### src/rtl/cart_bus_ctrl.sv
// Cartridge edge-connector bus controller: turns single-byte CPU requests into
// one-M-cycle (8 pllClk) Game Boy bus cycles. It also provides the M-cycle boundary strobe.
module cart_bus_ctrl (
  input  logic        pllClk,
  input  logic        rstN,
  input  logic        reqValid,
  output logic        reqReady,
  input  logic        reqWrite,
  input  logic [15:0] reqAddr,
  input  logic [7:0]  reqWdata,
  output logic        rspValid,
  output logic [7:0]  rspData,
  output logic        mCycleStart,
  output logic        cartClk,
  output logic        cartWrN,
  output logic        cartRdN,
  output logic        cartCsN,
  output logic [15:0] cartAddr,
  input  logic [7:0]  cartDin,
  output logic [7:0]  cartDout,
  output logic        cartDoe
);

  logic [2:0] phase;
  logic [2:0] nxt_phase;
  logic       active;
  logic       lat_write;
  logic       lat_cart;
  logic       lat_sram;
  logic [7:0] lat_wdata;

  logic       accept;
  logic       req_cart;
  logic       req_sram;
  logic       n_active;
  logic       n_write;
  logic       n_cart;
  logic       n_sram;
  logic [7:0] n_wdata;
  logic       cart_rd;
  logic       cart_wr;

  // Every pin is a flop loaded from the next-cycle view (phase + 1, next window
  // contents). This keeps the strobe edges on pllClk edges and keeps req* off the pins.
  always_comb begin
    // NOTE: every signal gets a default first so no path leaves it unassigned (no latch).
    nxt_phase = phase + 3'd1;
    accept    = (phase == 3'd7) && reqValid;
    req_cart  = (reqAddr <= 16'hFDFF);
    req_sram  = req_cart && (reqAddr >= 16'hA000);
    n_active  = active;
    n_write   = lat_write;
    n_cart    = lat_cart;
    n_sram    = lat_sram;
    n_wdata   = lat_wdata;
    if (phase == 3'd7) begin
      n_active = reqValid;
      n_write  = reqWrite;
      n_cart   = req_cart;
      n_sram   = req_sram;
      n_wdata  = reqWdata;
    end
    cart_rd = n_active && n_cart && !n_write;
    cart_wr = n_active && n_cart && n_write;
  end

  // NOTE: sequential state uses non-blocking assignments only. All flops then update together on the edge.
  always_ff @(posedge pllClk) begin
    if (!rstN) begin
      phase       <= 3'd7;
      active      <= 1'b0;
      lat_write   <= 1'b0;
      lat_cart    <= 1'b0;
      lat_sram    <= 1'b0;
      lat_wdata   <= 8'h00;
      reqReady    <= 1'b1;
      mCycleStart <= 1'b0;
      cartClk     <= 1'b0;
      cartWrN     <= 1'b1;
      cartRdN     <= 1'b1;
      cartCsN     <= 1'b1;
      cartAddr    <= 16'h0000;
      cartDout    <= 8'h00;
      cartDoe     <= 1'b0;
      rspValid    <= 1'b0;
      rspData     <= 8'h00;
    end else begin
      phase  <= nxt_phase;
      active <= n_active;
      if (accept) begin
        lat_write <= reqWrite;
        lat_cart  <= req_cart;
        lat_sram  <= req_sram;
        lat_wdata <= reqWdata;
      end
      // Address pins only move for cartridge accesses and hold through everything else.
      if (accept && req_cart) begin
        cartAddr <= reqAddr;
      end

      reqReady    <= (nxt_phase == 3'd7);
      mCycleStart <= (nxt_phase == 3'd0);
      cartClk     <= (nxt_phase <= 3'd3);
      cartRdN     <= !(cart_rd && (nxt_phase >= 3'd1));
      cartWrN     <= !(cart_wr && (nxt_phase >= 3'd4) && (nxt_phase <= 3'd6));
      cartDoe     <= cart_wr && (nxt_phase >= 3'd3);
      cartDout    <= (cart_wr && (nxt_phase >= 3'd3)) ? n_wdata : 8'h00;
      cartCsN     <= !(n_active && n_sram && (nxt_phase >= 3'd2));

      // The edge that ends phase 7 closes the window. It samples cartDin and raises completion.
      rspValid <= (phase == 3'd7) && active;
      if ((phase == 3'd7) && active) begin
        rspData <= lat_write ? 8'h00 : (lat_cart ? cartDin : 8'hFF);
      end
    end
  end

endmodule

### config.mk
export PLATFORM = sky130hd
export DESIGN_NAME = cart_bus_ctrl
export DESIGN_NICKNAME = d
export VERILOG_FILES = /design/src/rtl/cart_bus_ctrl.sv
export SDC_FILE = /design/constraint.sdc
export NUM_CORES = 1
export LEC_CHECK = 0
export ABC_AREA = 1
export CAP_MARGIN = 20
export CELL_PAD_IN_SITES_DETAIL_PLACEMENT = 0
export CELL_PAD_IN_SITES_GLOBAL_PLACEMENT = 1
export CORE_MARGIN = 3
export CORE_UTILIZATION = 30
export DETAILED_ROUTE_END_ITERATION = 16
export PLACE_DENSITY = 0.8
export SLEW_MARGIN = 15
export SYNTH_ARGS = -nofsm -noshare
export SYNTH_HDL_FRONTEND = slang
export SYNTH_SLANG_ARGS = --single-unit
### constraint.sdc
create_clock -name pllClk -period 2.95 [get_ports pllClk]
set_input_delay 0.7375 -clock pllClk [delete_from_list [all_inputs] [get_ports pllClk]]
set_output_delay 0.7375 -clock pllClk [all_outputs]
set_load 0.02 [all_outputs]
## Word-level counts from Yosys, hierarchy flattened

Index checks and enable logic that the tools add are counted.

- Register bits after elaboration: 55
- Bits of input ports: 36
- Output and inout port bits: 40
- Word-level logic and storage cells: 54

- Add/sub/neg operators: 1
- Order comparisons: 8
- Eq/ne operators: 2
- Multiplexer cells: 7
- Reductions and logical operators: 19

Operators by type and width:

| kind | count |
|---|---|
| two-way mux 8 bit | 3 |
| >= comparator 16 bit, second input constant | 1 |
| <= comparator 16 bit, second input constant | 1 |
| logical AND 1 bit | 13 |
| equality test 3 bit, second input constant | 2 |
| >= comparator 3 x 2 -> 1 bit, second input constant | 2 |
| zero test 1 bit | 4 |
| two-way mux 1 bit | 4 |
| adder 3 x 1 -> 3 bit, second input constant | 1 |
| >= comparator 3 x 1 -> 1 bit, second input constant | 1 |
| >= comparator 3 bit, second input constant | 1 |
| <= comparator 3 x 2 -> 1 bit, second input constant | 1 |
| <= comparator 3 bit, second input constant | 1 |
| zero test 3 bit | 1 |
| AND reduction 2 bit | 1 |

## Logic depth before layout (Yosys ltp)

- Word-level depth: 7
- Gate-level depth with buffers: 9
- Gate-level depth less buffers: 8

## Least setup slack after synthesis

No wires, ideal clock.

- Path type: input port to flip-flop
- Start: input reqAddr[15]
- End: register cartAddr[11]
- Setup time: 0.122 ns
- Arrival time: 1.343 ns
- Data required time: 2.828 ns
- Setup slack: 1.485 ns
- Cell stages on the path: 6
- Path buffers: 1
- Path through: nand2_1 nor2_4 nand2_4 buf_2 nand3_1 a21oi_2

- Word-level cells in the longest chain between the ends: 2

RTL lines:

| what | line | RTL |
|---|---|---|
| from (decl) | 9 | `input logic [15:0] reqAddr,` |
| <= comparator 16 bit | 49 | `req_cart = (reqAddr <= 16'hFDFF);` |
| logical AND 1 bit | 97 | `if (accept && req_cart) begin` |
| to (signal assigned) | 98 | `cartAddr <= reqAddr;` |
| to (decl) | 18 | `output logic [15:0] cartAddr,` |

No other way between the ends.
A chain may end at the register's enable or synchronous reset.

## Worst setup path after layout

- Start: register cartAddr[13]
- End: output cartAddr[13]

No word-level cell between the ends.

==> reports/results.ini <==
[critical_path]
crit_buf_inv = 1
worstPathCellList = clkdlybuf4s50_1
worst-setup-path-type = reg -> out
worstPathRequired_ps = 2210
start_kind = flop
endpoint_kind = output port
cp_slowest_cell = clkdlybuf4s50_1
slowest_delay_ps = 620
cp_max_fo = 2
critical-path-top-delay-family = buffers and inverters
cp.arrival_ps = 1290

[pwr]
p_int_mw = 1.104
switching_share_pct = 28.69
total_power_mw = 1.548
leakage_nw = 1.179
ir_drop_v = 0.0002691
seqPwrFrac_pct = 52.0
combPwrFrac_pct = 19.5
p_switching_mw = 0.4442
power_density_nw_per_um2 = 505.5
clkPwrFrac_pct = 28.5

[placement]
gp_congestion = 0.7278
dp_hpwl_um = 3576
placed_cells = 408
place_ws_ps = 785.7
io_buffers = 75

[run]
drv_cap = 0

[global_route]
antenna_found_initial = 0
grt_pass1_wl_um = 8659
overflow = 0
grt_pass1_vias = 1845
grt_max_degree = 29
grt_use_total_pct = 12.77

[detailed_routing]
ant_nets = 0
remaining_drc_errors = 0
vias_per_cell = 4.394
drt_iter0_drc = 47
first_pass_iters = 4
routed_wl_um = 5167
vias = 1828
routedWlPerCell_um = 12.42

[sta]
fmax_ghz = 0.4922
period_share_pct = 68.87
slew_headroom_pct = 73.45
setup_tns_ps = 0
fin_ws_ps = 918.3
finClkSkew_ps = 9.599
drv_slew = 0
tightest_slew_ps = 398.3
setup_violations = 0
rsz0062_at_grt = no
finalHoldViolCount = 0
period_minus_slack_ps = 2032

[synthesis]
synth_area_um2 = 2155
synth-main-ff-cell = dfxtp_1
ys_seq_elements = 55
synth.distinct_cells = 28
async_flop_share_pct = 0
ys_seq_area_share_pct = 51.10
synth_edf_count = 0
ys_warn_count = 0
syn-num-nets = 285
synth_area_per_cell_um2 = 8.794
synthCells = 245

[die]
die_area_um2 = 8235
pin_count = 76
core-area_um2 = 6869
fp-row-count = 30
die_height_um = 90.75
start_util_pct = 31.37
die_w_um = 90.75

[cts]
cts_buffers = 5
ctsHoldBuffers = 0
clkTransAtPathRegs_ps = 100
cts_resized = 0
ctsHtreeMaxLevel = 2
cts_tree = yes
postCtsSetupBuffers = 0
clk_latency_ps = 320
root_buffer = clkbuf_8
cts.sinks = 55
clockBufferDepth = 2

[finish]
final_cell_mix = 75 x clkdlybuf4s50_1, 55 x dfxtp_1, 36 x nand2_1, 29 x nor2_1, 20 x a21oi_1
nets = 359
diodes = 0
layout_commonest_cell = clkdlybuf4s50_1
syn2layout_area_growth_pct = 42.16
instances_no_fill = 416
layout-drive-gt1-share_pct = 13.13

[min_path]
holdCritPathClass = reg -> reg

[outcome]
outcome = finished clean

## per-stage QoR
| stage | area [um^2] | hold WS (ps) | util, % |
|---|---|---|---|
| 3_5_place_dp | 2967 | 391.2 | 43.19 |
| 4_1_cts | 3063 | 415.3 | 44.59 |
| 6_report | 3063 | 409.3 | 44.59 |
| 5_1_grt | 3063 | 436.5 | 44.59 |
| 3_3_place_gp | 2967 | 384.5 | 43.19 |
| 2_1_floorplan | 2155 | 375.3 | - |
## cell usage after synthesis (2+ instances only)
master / number / area share (%)
o21ai_0: 19 / 4.4
nand2_4: 2 / 1.0
a21oi_2: 9 / 3.7
nor2_1: 29 / 5.1
buf_2: 4 / 0.93
dfxtp_1: 55 / 51
a21oi_1: 20 / 4.6
nand3_1: 18 / 4.2
buf_4: 3 / 1.0
inv_2: 2 / 0.35
ha_1: 4 / 2.3
mux2i_1: 8 / 3.7
inv_1: 11 / 1.9
nand2_2: 10 / 2.9
nor2_2: 2 / 0.58
nand2_1: 36 / 6.3
clkbuf_1: 2 / 0.35
## cells by family after synthesis
group | Yosys count | share of synthesized area, %
AO/OA/AOI/OAI | 52 | 14.17
buffers and inverters | 25 | 6.330
AND/OR/NAND/NOR | 101 | 22.36
adder cells (fa/ha/maj) | 4 | 2.323
flip-flops | 55 | 51.10
multiplexers | 8 | 3.717
## metal layers
metal,vias up,part of all wire [%],global-route usage [%]
met2,59,42,20.44
met5,-,0,0
li1,952,-,-
met4,0,1.4,4.209
met1,809,50,16.87
met3,8,6.4,3.000
## area by class of cell
class | count | area, um^2
sequential | 55 | 1101
multi-input combinational | 165 | 917.1
timing repair buffer | 78 | 773.2
inverter | 14 | 55.05
clock inverter | 3 | 27.53
clock buffer | 5 | 68.82
fill | 730 | 3806
tap | 96 | 120.1
## path summary, 6_finish.rpt
path,start,endpoint,slack (ps),cells after the start
max,cartAddr[13]$_SDFFE_PN0P_,cartAddr[13],920,1
min,phase[0]$_SDFF_PN1_,phase[0]$_SDFF_PN1_,410,1
max reg2reg,phase[1]$_SDFF_PN1_,rspData[6]$_SDFFE_PN0P_,1090,6
min reg2reg,phase[0]$_SDFF_PN1_,phase[0]$_SDFF_PN1_,410,1
## registers in the layout, summed over array words and instances (netlist names), 3 cells and up
name,flops
cartDout,8
rspData,8
lat_wdata,8
phase,3
cartAddr,16
## power groups by stage
stage	registers, mW	logic [mW]	clock network [mW]
2_1_floorplan	0.849	0.157	0
5_1_grt	0.811	0.335	0.489
3_5_place_dp	0.823	0.304	0
6_report	0.806	0.302	0.441
3_3_place_gp	0.823	0.303	0
4_1_cts	0.806	0.306	0.462
Note: power is estimated with default switching activity, not from simulation.
